===== src/rtl/ad1_pkg.sv =====
// Shared types and frame constants for the PmodAD1 (dual AD7476) serial reader.
package ad1_pkg;

  localparam int unsigned FRAME_BITS = 16;
  localparam int unsigned LEAD_ZEROS = 4;
  localparam int unsigned ADC_BITS   = 12;
  localparam int unsigned RISE_CW    = $clog2(FRAME_BITS + 1);

  typedef enum logic [1:0] {
    IDLE  = 2'd0,
    CONV  = 2'd1,
    QUIET = 2'd2
  } state_t;

  function automatic logic lead_bits_set(input logic [FRAME_BITS-1:0] w);
    return |w[FRAME_BITS-1 -: LEAD_ZEROS];
  endfunction

endpackage


===== src/rtl/ad1_spi_reader_if.sv =====
// ADC-side serial bus of the PmodAD1: chip select, serial clock and two data lines.
interface ad1_spi_reader_if;

  logic cs_n;
  logic sclk;
  logic sdata0;
  logic sdata1;

  modport master (output cs_n, sclk, input sdata0, sdata1);
  modport slave  (input cs_n, sclk, output sdata0, sdata1);

endinterface


===== src/rtl/ad1_sclk_gen.sv =====
// Serial clock generator: while run is high, toggles sclk every CLK_DIV cycles
// (first edge falling) and stops after FRAME_BITS rising edges.
module ad1_sclk_gen
  import ad1_pkg::*;
#(
  parameter int unsigned CLK_DIV = 4
) (
  input  logic               clk,
  input  logic               rst_n,
  input  logic               run,
  output logic               sclk,
  output logic               rise_stb,
  output logic               fall_stb,
  output logic [RISE_CW-1:0] rise_cnt,
  output logic               done
);

  localparam int unsigned   DW       = (CLK_DIV > 1) ? $clog2(CLK_DIV) : 1;
  localparam logic [DW-1:0] DIV_LAST = DW'(CLK_DIV - 1);

  logic [DW-1:0]      r_div;
  logic               r_sclk;
  logic [RISE_CW-1:0] r_rises;
  logic               w_tick;

  // Gating the tick on done keeps sclk high after the last rise, even for CLK_DIV=1.
  assign done     = (r_rises == RISE_CW'(FRAME_BITS));
  assign w_tick   = run && !done && (r_div == DIV_LAST);
  assign rise_stb = w_tick && !r_sclk;
  assign fall_stb = w_tick && r_sclk;
  assign sclk     = r_sclk;
  assign rise_cnt = r_rises;

  always_ff @(posedge clk or negedge rst_n) begin
    if (!rst_n) begin
      r_div   <= '0;
      r_sclk  <= 1'b1;
      r_rises <= '0;
    end else if (!run) begin
      r_div   <= '0;
      r_sclk  <= 1'b1;
      r_rises <= '0;
    end else begin
      r_div <= w_tick ? '0 : r_div + 1'b1;
      if (w_tick)   r_sclk  <= ~r_sclk;
      if (rise_stb) r_rises <= r_rises + 1'b1;
    end
  end

endmodule


===== src/rtl/ad1_spi_reader.sv =====
// PmodAD1 front end: periodic 16-bit dual-channel frames with a one-cycle valid strobe.
// Define AD1_LEADZERO_CHK_EN to drop frames whose four leading bits are not zero.
module ad1_spi_reader
  import ad1_pkg::*;
#(
  parameter int unsigned CLK_DIV       = 4,
  parameter int unsigned SAMPLE_PERIOD = 2000,
  parameter int unsigned QUIET_CYC     = 8
) (
  input  logic                   clk,
  input  logic                   rst_n,
  input  logic                   enable,
  ad1_spi_reader_if.master       spi,
  output logic [FRAME_BITS-1:0]  data0,
  output logic [FRAME_BITS-1:0]  data1,
  output logic                   data_valid,
  output logic                   busy,
  output logic                   frame_err
);

  // QUIET plus the one IDLE cycle before the next start together give QUIET_CYC cs_n-high cycles.
  localparam int unsigned QUIET_LAST = (QUIET_CYC > 2) ? QUIET_CYC - 2 : 0;
  localparam int unsigned PER_LAST   = (SAMPLE_PERIOD > 1) ? SAMPLE_PERIOD - 1 : 0;

  state_t                r_state;
  state_t                w_next;
  logic [31:0]           r_per;
  logic [31:0]           r_quiet;
  logic                  r_fresh;
  logic [FRAME_BITS-1:0] r_sh0;
  logic [FRAME_BITS-1:0] r_sh1;
  logic [FRAME_BITS-1:0] r_data0;
  logic [FRAME_BITS-1:0] r_data1;
  logic                  r_valid;
  logic                  w_run;
  logic                  w_sclk;
  logic                  w_rise;
  logic                  w_fall;
  logic [RISE_CW-1:0]    w_rise_cnt;
  logic                  w_done;
  logic                  w_start;
  logic                  w_finish;
  logic                  w_unused;

  assign w_run = (r_state == CONV);

  ad1_sclk_gen #(.CLK_DIV(CLK_DIV)) u_sclk_gen (
    .clk      (clk),
    .rst_n    (rst_n),
    .run      (w_run),
    .sclk     (w_sclk),
    .rise_stb (w_rise),
    .fall_stb (w_fall),
    .rise_cnt (w_rise_cnt),
    .done     (w_done)
  );

  assign w_unused = ^{w_fall, w_rise_cnt};

  always_ff @(posedge clk or negedge rst_n) begin
    if (!rst_n) r_state <= IDLE;
    else        r_state <= w_next;
  end

  always_comb begin
    w_next = r_state;
    unique case (r_state)
      IDLE:    if (enable && (r_fresh || (r_per >= 32'(PER_LAST)))) w_next = CONV;
      CONV:    if (w_done) w_next = QUIET;
      QUIET:   if (r_quiet >= 32'(QUIET_LAST)) w_next = IDLE;
      default: w_next = IDLE;
    endcase
  end

  assign w_start  = (r_state == IDLE) && (w_next == CONV);
  assign w_finish = (r_state == CONV) && w_done;

  // r_per holds cycles elapsed since the current frame's first cs_n-low cycle.
  always_ff @(posedge clk or negedge rst_n) begin
    if (!rst_n) begin
      r_per   <= '0;
      r_quiet <= '0;
      r_fresh <= 1'b1;
    end else begin
      if (w_start)           r_per <= '0;
      else if (r_per != '1)  r_per <= r_per + 1'b1;
      r_quiet <= (r_state == QUIET) ? r_quiet + 1'b1 : '0;
      if (!enable)           r_fresh <= 1'b1;
      else if (w_start)      r_fresh <= 1'b0;
    end
  end

`ifdef AD1_LEADZERO_CHK_EN
  logic r_err;
  logic w_bad;

  assign w_bad     = lead_bits_set(r_sh0) || lead_bits_set(r_sh1);
  assign frame_err = r_err;
`else
  assign frame_err = 1'b0;
`endif

  always_ff @(posedge clk or negedge rst_n) begin
    if (!rst_n) begin
      r_sh0   <= '0;
      r_sh1   <= '0;
      r_data0 <= '0;
      r_data1 <= '0;
      r_valid <= 1'b0;
`ifdef AD1_LEADZERO_CHK_EN
      r_err   <= 1'b0;
`endif
    end else begin
      r_valid <= 1'b0;
`ifdef AD1_LEADZERO_CHK_EN
      r_err   <= 1'b0;
`endif
      if (w_rise) begin
        r_sh0 <= {r_sh0[FRAME_BITS-2:0], spi.sdata0};
        r_sh1 <= {r_sh1[FRAME_BITS-2:0], spi.sdata1};
      end
      if (w_finish) begin
`ifdef AD1_LEADZERO_CHK_EN
        if (w_bad) begin
          r_err <= 1'b1;
        end else begin
          r_data0 <= r_sh0;
          r_data1 <= r_sh1;
          r_valid <= 1'b1;
        end
`else
        r_data0 <= r_sh0;
        r_data1 <= r_sh1;
        r_valid <= 1'b1;
`endif
      end
    end
  end

  assign spi.cs_n   = (r_state != CONV);
  assign spi.sclk   = w_sclk;
  assign busy       = (r_state == CONV);
  assign data0      = r_data0;
  assign data1      = r_data1;
  assign data_valid = r_valid;

endmodule


===== src/flat_wrapper.sv =====
// flat-port wrapper written by rule: the top's interface ports become plain ports
module ad1_spi_reader_flat import ad1_pkg::*;
#(
  parameter int unsigned CLK_DIV       = 4,
  parameter int unsigned SAMPLE_PERIOD = 2000,
  parameter int unsigned QUIET_CYC     = 8
)
  (clk, rst_n, enable, data0, data1, data_valid, busy, frame_err, spi_cs_n, spi_sclk, spi_sdata0, spi_sdata1);
  ad1_spi_reader_if spi_i ();
  input  logic clk;
  input  logic rst_n;
  input  logic enable;
  output logic [FRAME_BITS-1:0] data0;
  output logic [FRAME_BITS-1:0] data1;
  output logic data_valid;
  output logic busy;
  output logic frame_err;
  output wire logic [$bits(spi_i.cs_n)-1:0] spi_cs_n;
  output wire logic [$bits(spi_i.sclk)-1:0] spi_sclk;
  input wire logic [$bits(spi_i.sdata0)-1:0] spi_sdata0;
  input wire logic [$bits(spi_i.sdata1)-1:0] spi_sdata1;
  assign spi_cs_n = spi_i.cs_n;
  assign spi_sclk = spi_i.sclk;
  assign spi_i.sdata0 = spi_sdata0;
  assign spi_i.sdata1 = spi_sdata1;
  ad1_spi_reader #(.CLK_DIV(CLK_DIV), .SAMPLE_PERIOD(SAMPLE_PERIOD), .QUIET_CYC(QUIET_CYC)) u_core (.clk(clk), .rst_n(rst_n), .enable(enable), .spi(spi_i), .data0(data0), .data1(data1), .data_valid(data_valid), .busy(busy), .frame_err(frame_err));
endmodule

===== config.mk =====
export PLATFORM = sky130hd
export DESIGN_NAME = ad1_spi_reader_flat
export DESIGN_NICKNAME = d
export VERILOG_FILES = /design/src/rtl/ad1_pkg.sv /design/src/rtl/ad1_spi_reader_if.sv /design/src/rtl/ad1_sclk_gen.sv /design/src/rtl/ad1_spi_reader.sv /design/src/flat_wrapper.sv
export SDC_FILE = /design/constraint.sdc
export NUM_CORES = 1
export LEC_CHECK = 0
export CORE_ASPECT_RATIO = 0.6
export CORE_MARGIN = 2
export CORE_UTILIZATION = 64
export DETAILED_ROUTE_END_ITERATION = 8
export PLACE_DENSITY = 0.89
export SETUP_SLACK_MARGIN = 0.2
export SLEW_MARGIN = 10
export SYNTH_ARGS = -nofsm -noshare
export SYNTH_HDL_FRONTEND = slang
export SYNTH_SLANG_ARGS = --single-unit

===== constraint.sdc =====
create_clock -name clk -period 5 [get_ports clk]
set_input_delay 1 -clock clk [delete_from_list [all_inputs] [get_ports clk]]
set_output_delay 1 -clock clk [all_outputs]
set_load 0.02 [all_outputs]

After elaboration in Yosys (flattened, before gate mapping)

Index checks and enable logic that the tools add are counted.

Register bits: 140
Bits of input ports: 5
Output and inout port bits: 37

$add $sub $neg: 4
$lt $le $gt $ge: 2
Equal/unequal tests: 10
Muxes and demuxes: 16
Bitwise operators: 1
Reduce and logical (&&, ||, !) cells: 11

Operators by type and width:

| kind                    | count |
|---|---|
| $mux W32                | 3 |
| $add A32 B1 Y32 const B | 2 |
| $ge A32 B11 Y1 const B  | 1 |
| $ge A32 B3 Y1 const B   | 1 |
| $ne A32 B32 Y1 const B  | 1 |
| $mux W2                 | 5 |
| $mux W5                 | 2 |
| $ne A2 B1 Y1 const B    | 4 |
| $logic_and A1 B1 Y1     | 6 |
| $pmux W2 S3             | 1 |
| $add A5 B1 Y5 const B   | 1 |
| $eq A5 B5 Y1 const B    | 1 |
| $mux W1                 | 5 |
| $eq A2 B1 Y1 const B    | 2 |
| $eq A2 B2 Y1 const B    | 2 |
| $add A2 B1 Y2 const B   | 1 |
| $logic_not A1 Y1        | 2 |
| $logic_not A2 Y1        | 1 |
| $reduce_bool A2 Y1      | 1 |
| $logic_or A1 B1 Y1      | 1 |
| $not A1 Y1              | 1 |

Logic depth before layout (Yosys ltp)

Word-level depth: 9
Gate-level depth with buffers: 10

Modules after synthesis

A second synthesis with hierarchy kept.

Cell total of the unflattened synthesis: 572
Area total of the unflattened synthesis: 6,472.5 um^2

By module, submodules not included:

| module         | times used | cells an instance | area an instance (um^2) |
|---|---|---|---|
| ad1_spi_reader | 1          | 532               | 6,040.8 |
| ad1_sclk_gen   | 1          | 40                | 431.7 |

Worst setup path before layout

No wires, ideal clock.

Path kind: flip-flop to output port
From: register u_core.r_state[1]
To: output port busy
Arrival time: 1.089 ns
Slack: 2.911 ns
Cell stages (with the launch flop): 4
Buffers on the path: 1
Cells stage by stage: dfrtp_1 nand2b_1 clkbuf_1 inv_1

Cells in the longest elaborated chain, start to end: 1

Ends and longest elaborated chain:

| element                | line                  | text |
|---|---|---|
| from (decl)            | ad1_spi_reader.sv:25  | `state_t r_state;` |
| from (signal assigned) | ad1_spi_reader.sv:62  | `else r_state <= w_next;` |
| $eq A2 B1 Y1           | ad1_spi_reader.sv:142 | `assign busy = (r_state == CONV);` |
| to (decl)              | flat_wrapper.sv:16    | `output logic busy;` |

No other way between the ends.

Worst setup path after layout

Ends and elaborated chain as after synthesis.

==> results.md <==
* Max Used Layer: met4
* Non-filler instance count after layout at 822
* Worst setup EP type: primary output
* Worst-path clk slew at 70 ps
* Worst hold path type: reg2reg
* CP required at 4000 ps
* Die X at 134 um
* Num CTS Buffers at 17
* Worst R2R Start: u_core.u_sclk_gen.rise_cnt[0]
* Later-pin clock latency in the skew report at approximately 430 ps
* Largest net degree at the start of global routing at around 100
* Wirelength per Cell at 18.1 um
* Pwr per Cell Area at between 300 and 400 mW/mm2
* Most area-consuming cells after synthesis: dfrtp_1, nand2_1, mux2_2, nor2_1, xor2_1
* Pins Over Slew Limit at 0
* TritonCTS Sinks at 140
* Postcts setup bufs at 0
* H-tree lvl count at 4
* CP startpoint kind: flip-flop
* Via density at a little over 6
* Post-Syn Instances at between 600 and 700
* Hold_sp: u_core.u_sclk_gen.r_div[0]
* Worst EP arrival at approximately 2000 ps
* WL met2 at about 7000 um
* # diodes at 0
* Residual DRC at 0
* Routability Congestion at between 0.8 and 0.9
* Detailed Place HPWL at around 9100 um
* Routed wire length on met3 at approximately 1100 um
* EDFF count, synth at 0
* Placed standard-cell area at 0.00697 mm2
* Cts repair resizes at 0
* Via Count at 5,042
* Final setup violation count at 0
* Final period utilization at 59.0%
* R2R depth at 7
* Hold depth at 1
* RSZ-0062 raised after global routing: no
* Total global-route track usage at 29.3%
* CTS tree: built
* Highest clock rate at ~0.34 GHz
* Syn-to-layout area delta at 16.1%
* Pre-CTS setup slack at about 2400 ps
* Synthesized flop and latch total at 140
* Mapped Area at 0.00652 mm2
* Worst path slowest cell: clkdlybuf4s50_1
* FP Rows at 28
* Cts hold-fix bufs at 0
* Synth top area share at between 50% and 60%
* Area of the core at ~0.01 mm2
* Global-route wire length before repair at 24,800 um
* Yosys cell types at 50
* Total Wirelength at ~15,000 um
* Slew headroom at roughly a third
* Design area at between 0.007 and 0.008 mm2
* Area leader, netlist: dfrtp_1
* Total power at a little under 3000 uW
* Crit path kind: reg2out
* Placed insts at 790
* Die area at 0.0110 mm2
* DRT Pass-1 Iters at 5
* Vias in the first global route at 5,008
* Clock root buffer: clkbuf_16
* Initial DRC Count at 530
* Synth Flop Type: dfrtp_1
* Clock tree buffer depth at 2
* Final Net Count at around 690
* Hold endpoint: u_core.u_sclk_gen.r_div[0]
* Syn avg cell area at roughly 10 um2
* Die Ht at approximately 80 um
* Slew at the pin closest to its max-slew limit at 1000 ps
* Clk_skew at 8.59 ps
* Ys Warns at 0
* Routed Antenna Nets at 0
* Grt total ovfl at 0
* Initial Util at approximately two thirds
* Final count of hold timing violations at 0
* Worst VDD drop at slightly below 400 uV
* Final Critical Period at a little under 3000 ps
* Syn_nets at 650
* Initial antenna violation count at 0
* Wl on met1 at approximately 6400 um
* Synth async-reset ratio at 100%
* Status: completed
* Leakage at 0.00341 uW
* Final worst setup slack at slightly above 2000 ps
* CP Cell Sequence: nand2b_1 -> inv_1 -> clkdlybuf4s50_1
* Crit-path max FO at 10
* PortBufs at 40
* Max_cap viols at 0
* Layout cells sized above 1 at 14.0%
* Setup TNS at 0 ps
* R2R Path End: u_core.data1[13]
* Sequential-to-total area share from yosys stat at 53.7%
* Critical path's largest stage delay at ~620 ps
* Flop-to-flop setup slack at ~2300 ps
* # IOs at 42
[metal layers]
metal / global-route usage, % / up-vias
met5: 0 / -
met4: 12.2 / 0
met3: 7.26 / 42
met2: 47.2 / 231
met1: 38.9 / 2499
li1: - / 2270
[kinds of logic after synthesis]
kind of cell / Yosys count / synth area share, %
and+or+nand+nor: 316 / 25.0
DFF: 140 / 53.7
AOI/OAI and AO/OA: 58 / 5.04
xor gates and xnor gates: 44 / 5.91
buffers and inverters: 41 / 3.39
muxes: 33 / 5.68
adders and majority gates: 6 / 1.15
other: 1 / 0.0575
[Yosys cell counts, types with 2 or more instances]
library cell and n:
dfrtp_1 138, buf_6 8, clkbuf_1 15, mux2_2 32, nor3_2 5, nand3_2 2
a31oi_1 5, or4_1 7, or3_1 15, xor2_1 26, or4b_1 2, dfstp_2 2
and3_1 7, nor4_4 2, nand2_1 127, and4_1 5, o31ai_1 7, nand3_1 20
ha_1 6, nand2b_1 2, a21oi_1 22, inv_1 11, xnor2_1 18, or2_2 3
nor4_1 10, o21ai_1 8, and2_1 6, buf_2 3, and4_4 5, nor2_1 61
nor3_1 4, nand4_1 25, buf_1 3, o21ai_0 11
[flip-flops by register name, summed over array words and instances, names as in the netlist]
| signal | flops |
|---|---|
| u_core.u_sclk_gen.sclk | 1 |
| u_core.r_quiet | 32 |
| u_core.u_sclk_gen.r_div | 2 |
| u_core.u_sclk_gen.rise_cnt | 5 |
| u_core.r_state | 2 |
| u_core.r_per | 32 |
| u_core.data1 | 16 |
| u_core.r_fresh | 1 |
| u_core.r_sh1 | 16 |
| u_core.data0 | 16 |
| u_core.r_sh0 | 16 |
| u_core.data_valid | 1 |
[worst max-delay path by stage]
| stage | from | depth (start not counted) | slack, ps | endpoint |
|---|---|---|---|---|
| detailed placement | u_core.u_sclk_gen.rise_cnt[0] | 7 | 2440 | u_core.data0[7] |
| global route | u_core.r_state[1] | 3 | 1970 | busy |
| global placement | u_core.r_state[1] | 3 | 2530 | busy |
| finish | u_core.r_state[1] | 3 | 2050 | busy |
| floorplan | u_core.r_state[1] | 3 | 2910 | busy |
| CTS | u_core.r_state[1] | 3 | 2040 | busy |
[metrics by stage]
stage / hold WS, ps / util, %
5_1_grt: 470 / 76.6
3_3_place_gp: 435 / 70.6
6_report: 445 / 76.6
4_1_cts: 450 / 76.6
3_5_place_dp: 441 / 70.6
2_1_floorplan: 411 / -
[cell type report]
class                   instances  area [um2]
flip-flops and latches        140        3510
inverters                      11        41.3
well taps                     135         169
multi-input cells             458        2810
fillers                       590        2310
clock buffers                  17         425
repair buffers                 46         447
clock inverters                15         175
[power by group]
group,total [uW],switching [uW],internal (uW)
registers,1360,115,1240
logic,310,165,145
clock network,1300,547,753
[placed cells by master (no fill, tap or decap), types with 6 or more instances in the layout]
cell type	count
o21ai_1	8
ha_1	6
and2_1	6
dfrtp_1	138
o21ai_0	11
clkbuf_16	17
xor2_1	26
buf_4	6
a21oi_1	21
nor2_1	61
xnor2_1	18
inv_1	11
inv_6	6
clkdlybuf4s50_1	39
nand3_1	20
mux2_2	32
nand2_1	127
or4_1	7
or3_1	15
nor4_1	10
and3_1	7
nand4_1	25
o31ai_1	7
[critical path, delay by kind of cell, from the launching register on]
kind                   cells  cell delay [ps]
buffers and inverters      2              810
flip-flops                 1              390
AND/OR/NAND/NOR            1              320
No activity file was read; power rests on OpenSTA's default activity.
